[config.mk]
export PLATFORM = sky130hd
export DESIGN_NAME = timer_a_counter
export DESIGN_NICKNAME = d
export VERILOG_FILES = /design/src/rtl/timer_a_counter.sv
export SDC_FILE = /design/constraint.sdc
export NUM_CORES = 1
export LEC_CHECK = 0
export ABC_CLOCK_PERIOD_IN_PS = 6560
export CAP_MARGIN = 10
export CORE_ASPECT_RATIO = 0.6
export CORE_MARGIN = 3
export CORE_UTILIZATION = 25
export CTS_CLUSTER_SIZE = 25
export DETAILED_ROUTE_END_ITERATION = 16
export DONT_BUFFER_PORTS = 1
export GPL_TIMING_DRIVEN = 0
export PLACE_DENSITY = 0.37
export SKIP_CTS_REPAIR_TIMING = 1
export SLEW_MARGIN = 15
export SYNTH_ARGS = -nofsm -noshare
export SYNTH_HDL_FRONTEND = slang
export SYNTH_SLANG_ARGS = --single-unit
[constraint.sdc]
create_clock -name MCLK -period 6.56 [get_ports MCLK]
set_input_delay 1.312 -clock MCLK [delete_from_list [all_inputs] [get_ports MCLK]]
set_output_delay 1.312 -clock MCLK [all_outputs]
set_load 0.02 [all_outputs]
[src/rtl/timer_a_counter.sv]
// TimerA 16-bit counter core (TAR): stop/up/continuous/up-down counting with
// TAIFG overflow flag, registered EQU0 compare pulse and count direction.
module timer_a_counter #(
  parameter int unsigned WIDTH = 16
) (
  input  logic             MCLK,
  input  logic             reset,
  input  logic             timer_tick,
  input  logic [1:0]       MC,
  input  logic [WIDTH-1:0] TACCR0,
  input  logic             wTACLR,
  input  logic             wTAR,
  input  logic [WIDTH-1:0] TAR_in,
  input  logic             TAIFG_clr,
  output logic [WIDTH-1:0] TAR,
  output logic             TAIFG,
  output logic             EQU0,
  output logic             dir_down
);

  typedef enum logic [1:0] {
    MC_STOP = 2'd0,
    MC_UP   = 2'd1,
    MC_CONT = 2'd2,
    MC_UPDN = 2'd3
  } mc_e;

  logic [WIDTH-1:0] tar_q, tar_d;
  logic             ifg_q, ifg_d;
  logic             equ0_q, equ0_d;
  logic             dir_q, dir_d;
  logic [WIDTH-1:0] tar_inc_c, tar_dec_c;
  logic             ccr0_zero_c, step_c, set_c;
  mc_e              mode_c;

  assign mode_c      = mc_e'(MC);
  assign tar_inc_c   = tar_q + WIDTH'(1);
  assign tar_dec_c   = tar_q - WIDTH'(1);
  assign ccr0_zero_c = (TACCR0 == '0);

  // Next-state: clear beats load beats count step; TACCR0==0 halts up/up-down.
  always_comb begin
    tar_d  = tar_q;
    dir_d  = dir_q;
    step_c = 1'b0;
    set_c  = 1'b0;
    if (mode_c == MC_UP || mode_c == MC_CONT) begin
      dir_d = 1'b0;
    end
    if (wTACLR) begin
      tar_d = '0;
      dir_d = 1'b0;
    end else if (wTAR) begin
      tar_d = TAR_in;
    end else if (timer_tick) begin
      unique case (mode_c)
        MC_UP: begin
          if (!ccr0_zero_c) begin
            step_c = 1'b1;
            if (tar_q >= TACCR0) begin
              tar_d = '0;
              set_c = 1'b1;
            end else begin
              tar_d = tar_inc_c;
            end
          end
        end
        MC_CONT: begin
          step_c = 1'b1;
          tar_d  = tar_inc_c;
          set_c  = &tar_q;
        end
        MC_UPDN: begin
          if (ccr0_zero_c) begin
            dir_d = 1'b0;
          end else if (!dir_q) begin
            step_c = 1'b1;
            if (tar_q >= TACCR0) begin
              tar_d = tar_dec_c;
              dir_d = 1'b1;
            end else begin
              tar_d = tar_inc_c;
              dir_d = (tar_inc_c == TACCR0);
            end
          end else begin
            step_c = 1'b1;
            tar_d  = tar_dec_c;
            if (tar_dec_c == '0) begin
              set_c = 1'b1;
              dir_d = 1'b0;
            end
          end
        end
        default: ;
      endcase
    end
    equ0_d = step_c && (tar_d == TACCR0);
    ifg_d  = set_c | (ifg_q & ~TAIFG_clr);
  end

  always_ff @(posedge MCLK or negedge reset) begin
    if (!reset) begin
      tar_q  <= '0;
      ifg_q  <= 1'b0;
      equ0_q <= 1'b0;
      dir_q  <= 1'b0;
    end else begin
      tar_q  <= tar_d;
      ifg_q  <= ifg_d;
      equ0_q <= equ0_d;
      dir_q  <= dir_d;
    end
  end

  assign TAR      = tar_q;
  assign TAIFG    = ifg_q;
  assign EQU0     = equ0_q;
  assign dir_down = dir_q;

endmodule

==> results by group <==
Run status
  – Status: complete, no violations

Yosys
  – Synth unique cells: 68
  – Synth Area in XOR/XNOR: roughly 8.5%
  – Main combinational cell family by area after synthesis: compound AO/OA/AOI/OAI gates
  – Yosys reg bits: 19
  – Cell area after synthesis: between 3000 and 4000 µm²
  – Async set-reset flop share out of synthesis: 100%
  – EDFF count, synth: 0
  – Post-synthesis mux area share: under 10%
  – Gate Count Post-Synth: ~560
  – Syn Nets: approximately 620
  – Sequential area share after synthesis: about 12%
  – Mean Syn Cell Area: approximately 6.8 µm²
  – Fraction of the mapped netlist area in compound gates: between 30% and 40%
  – Simple-gate share of the synthesized area: between 30% and 40%
  – Post-Synth Adder-Cell Area: roughly 7.6%
  – Main synth FF type: dfrtp_1
  – Ys Warns: 0

Clock network
  – CTS max path bufs: 2
  – Worst-path clk slew: roughly 0.06 ns
  – Htree depth: 1
  – CTS tree: done
  – Root buf cell: clkbuf_16
  – CTS buffer count: 3
  – Clock sink count: 19
  – Skew-Pair Late Insertion Delay: around 0.26 ns

Critical path
  – CP Max Fanout: 10
  – Crit path from: TACCR0[1]
  – Critical Path RT: 6.70 ns
  – CP Capture Point: EQU0
  – Worst-path cell chain: clkbuf_1 > inv_1 > ha_1 > a2111o_1 > a41oi_4 > nand4_4 > buf_2 > mux2i_1 > o21ai_0 > a211oi_1 > a311oi_1 > nand4_1 > a2111oi_2
  – CP Class: in2reg
  – Reg2Reg Setup Slack: roughly 1.5 ns
  – Reg2Reg Capture Point: EQU0
  – Max incr delay on CP: around 0.7 ns
  – Crit path arrival time: 5.37 ns
  – RR Startpoint: TAR[0]
  – Reg2Reg Depth: 13
  – Crit-path slowest cell: o21ai_0
  – Startpoint type of the worst setup path: input port
  – CP endpoint kind: flop

Placed design
  – Final HPWL DP: roughly 17000 µm
  – Routability cong.: slightly above 1
  – Cell count after placement: about 760
  – Pre-CTS setup slack: roughly 1.2 ns
  – Placed inst area: approximately 4100 µm²
  – Port Buffers: 0

Global route
  – First-pass GRT wire length: around 30000 µm
  – Initial antenna violation count: 0
  – Pin count of the biggest net entering global routing: 20
  – Met2 Usage GRT: ~33%
  – Aggregate global routing overflow: 0
  – Global Route Usage Sum: roughly 25%
  – GR peak layer: met1
  – Vias in the first global route: 4276
  – Met1 GRT Util: 39.4%
  – M3 GR Usage: under 10%

STA
  – Max transition margin: around 22%
  – Slew @ Worst Pin: ~1.2 ns
  – WHS: between 0.6 and 0.7 ns
  – Max frequency: 191 MHz
  – TNS Setup: 0 ns
  – Count of pins over their slew limit: 0
  – Fin crit period: approximately 5.2 ns
  – Worst Slack Setup Final: between 1 and 1.5 ns
  – Final Hold Fails: 0
  – Fin crit share: 79.7%
  – Final setup skew: 0.00232 ns
  – Final setup viols: 0
  – RSZ-0062 raised after global routing: false

Layout
  – Area delta synth->final: 8.86%
  – Non-filler instance count after layout: 761
  – Antenna cells: 0
  – Layout cell share with drive strength beyond 1: around 4.4%
  – Final nets: 627
  – Final instance area: ~4100 µm²
  – FILL cells: between 1.5k and 2k

Worst hold path
  – Worst hold path class: reg2reg

Power
  – LEAKAGE: 1.55 nW
  – Pwr Density: 138 nW/µm²
  – Peak VDD IR: 0.0000819 V

Routing
  – Detailed-route via count: approximately 4.8k
  – Drt first pass iters: 6
  – Number of routed nets with antenna violations: 0
  – DRC viols: 0
  – Via/cell ratio: ~6.3
  – DR WL/cell: between 20 and 30 µm
  – Final WL: approximately 22000 µm
  – Initial DRC Count: ~650

Floorplan
  – Die width: around 170 µm
  – Row count: 34
  – Die area: 16800 µm²
  – Die height: between 100 and 150 µm
  – I/O pin cnt: 59
  – Starting Density: between 20% and 30%
  – Core Area: about 15000 µm²

Run
  – Max Cap Viol: 0
[synth_stat cells (5+ instances only)]
cell / n / area share [%]
nand4_1: 13 / 2.1
a21oi_1: 35 / 4.6
dfrtp_1: 19 / 12
a211oi_1: 10 / 2.0
nor2_1: 59 / 5.8
nand2_1: 57 / 5.6
nand2b_1: 7 / 1.1
o211ai_1: 5 / 0.99
a221oi_1: 5 / 1.1
mux2i_1: 9 / 2.4
xor2_1: 15 / 3.4
and4_1: 5 / 1.1
xnor2_1: 22 / 5.1
and3_1: 7 / 1.1
a31oi_1: 9 / 1.5
or3_1: 6 / 0.99
inv_1: 31 / 3.1
nor3_1: 23 / 3.0
ha_1: 23 / 7.6
nor4_1: 11 / 1.8
nand3_1: 21 / 2.8
o21ai_0: 35 / 4.6
a21o_1: 5 / 0.99
clkbuf_1: 34 / 3.3
[through the flow]
stage | utilization, % | total power, mW
6_report | 28.2 | 0.571
5_1_grt | 28.2 | 0.595
4_1_cts | 28.2 | 0.560
3_5_place_dp | 27.7 | 0.422
3_3_place_gp | 27.6 | 0.426
2_1_floorplan | - | 0.328
[critical path, delay by kind of cell]
kind                     cells  cell delay (ns)
adder cells (fa/ha/maj)      1             0.30
multiplexers                 1             0.15
buffers and inverters        3             0.70
AND/OR/NAND/NOR              2             0.43
AO/OA/AOI/OAI                6             2.44
[layout make-up]
cell class | instances | area [µm²] | share of cell area, %
clock buffers | 4 | 78.8 | 1.90
flip-flops and latches | 19 | 475 | 11.5
multi-input cells | 467 | 3060 | 73.7
repair buffers | 1 | 10.0 | 0.241
inverters | 31 | 116 | 2.80
plain buffers | 41 | 164 | 3.95
well taps | 198 | 248 | 5.97
[registers in the layout (all words and copies together), names as in the netlist]
register  cells
EQU0          1
TAIFG         1
dir_down      1
TAR          16
[worst min path at each step]
| stage | startpoint | endpoint | depth (start not counted) |
|---|---|---|---|
| 6_report | TAIFG | TAIFG | 1 |
| 5_1_grt | TAIFG | TAIFG | 1 |
| 3_5_place_dp | TAIFG | TAIFG | 1 |
| 3_3_place_gp | TAIFG | TAIFG | 1 |
| 2_1_floorplan | TAIFG | TAIFG | 1 |
| 4_1_cts | TAIFG | TAIFG | 1 |
[layout by cell type, fill, tap and decap left out, types with 5 or more instances in the layout]
| master | n |
|---|---|
| nor2_1 | 59 |
| nand2_1 | 57 |
| clkbuf_1 | 35 |
| a21oi_1 | 35 |
| o21ai_0 | 35 |
| inv_1 | 31 |
| nor3_1 | 23 |
| ha_1 | 23 |
| xnor2_1 | 22 |
| nand3_1 | 21 |
| dfrtp_1 | 19 |
| xor2_1 | 15 |
| nand4_1 | 13 |
| nor4_1 | 11 |
| a211oi_1 | 10 |
| a31oi_1 | 9 |
| mux2i_1 | 9 |
| nand2b_1 | 7 |
| and3_1 | 7 |
| or3_1 | 6 |
| and4_1 | 5 |
| a221oi_1 | 5 |
| a21o_1 | 5 |
| o211ai_1 | 5 |
[report_power, final]
part,leakage [nW],internal (mW),switching (mW)
clock,0.0382,0.0832,0.0538
sequential,0.254,0.123,0.0269
combinational,1.26,0.0902,0.194
total,1.55,0.297,0.275
[kinds of logic (layout without fill, tap and decap cells)]
logic type / count (synthesis) / count (layout)
AO/OA/AOI/OAI: 167 / 167
AND/OR/NAND/NOR: 230 / 230
buffers and inverters: 72 / 77
XOR/XNOR: 37 / 37
adder cells (fa/ha/maj): 23 / 23
flip-flops: 19 / 19
multiplexers: 10 / 10
[metal layers]
metal,part of all wire (%),up-vias,routed length [µm]
met3,13,23,2900
li1,-,2082,-
met1,48,2344,10500
met4,0.90,0,195
met2,38,320,8180
met5,0,-,0
Note: power is estimated with default switching activity, not from simulation.
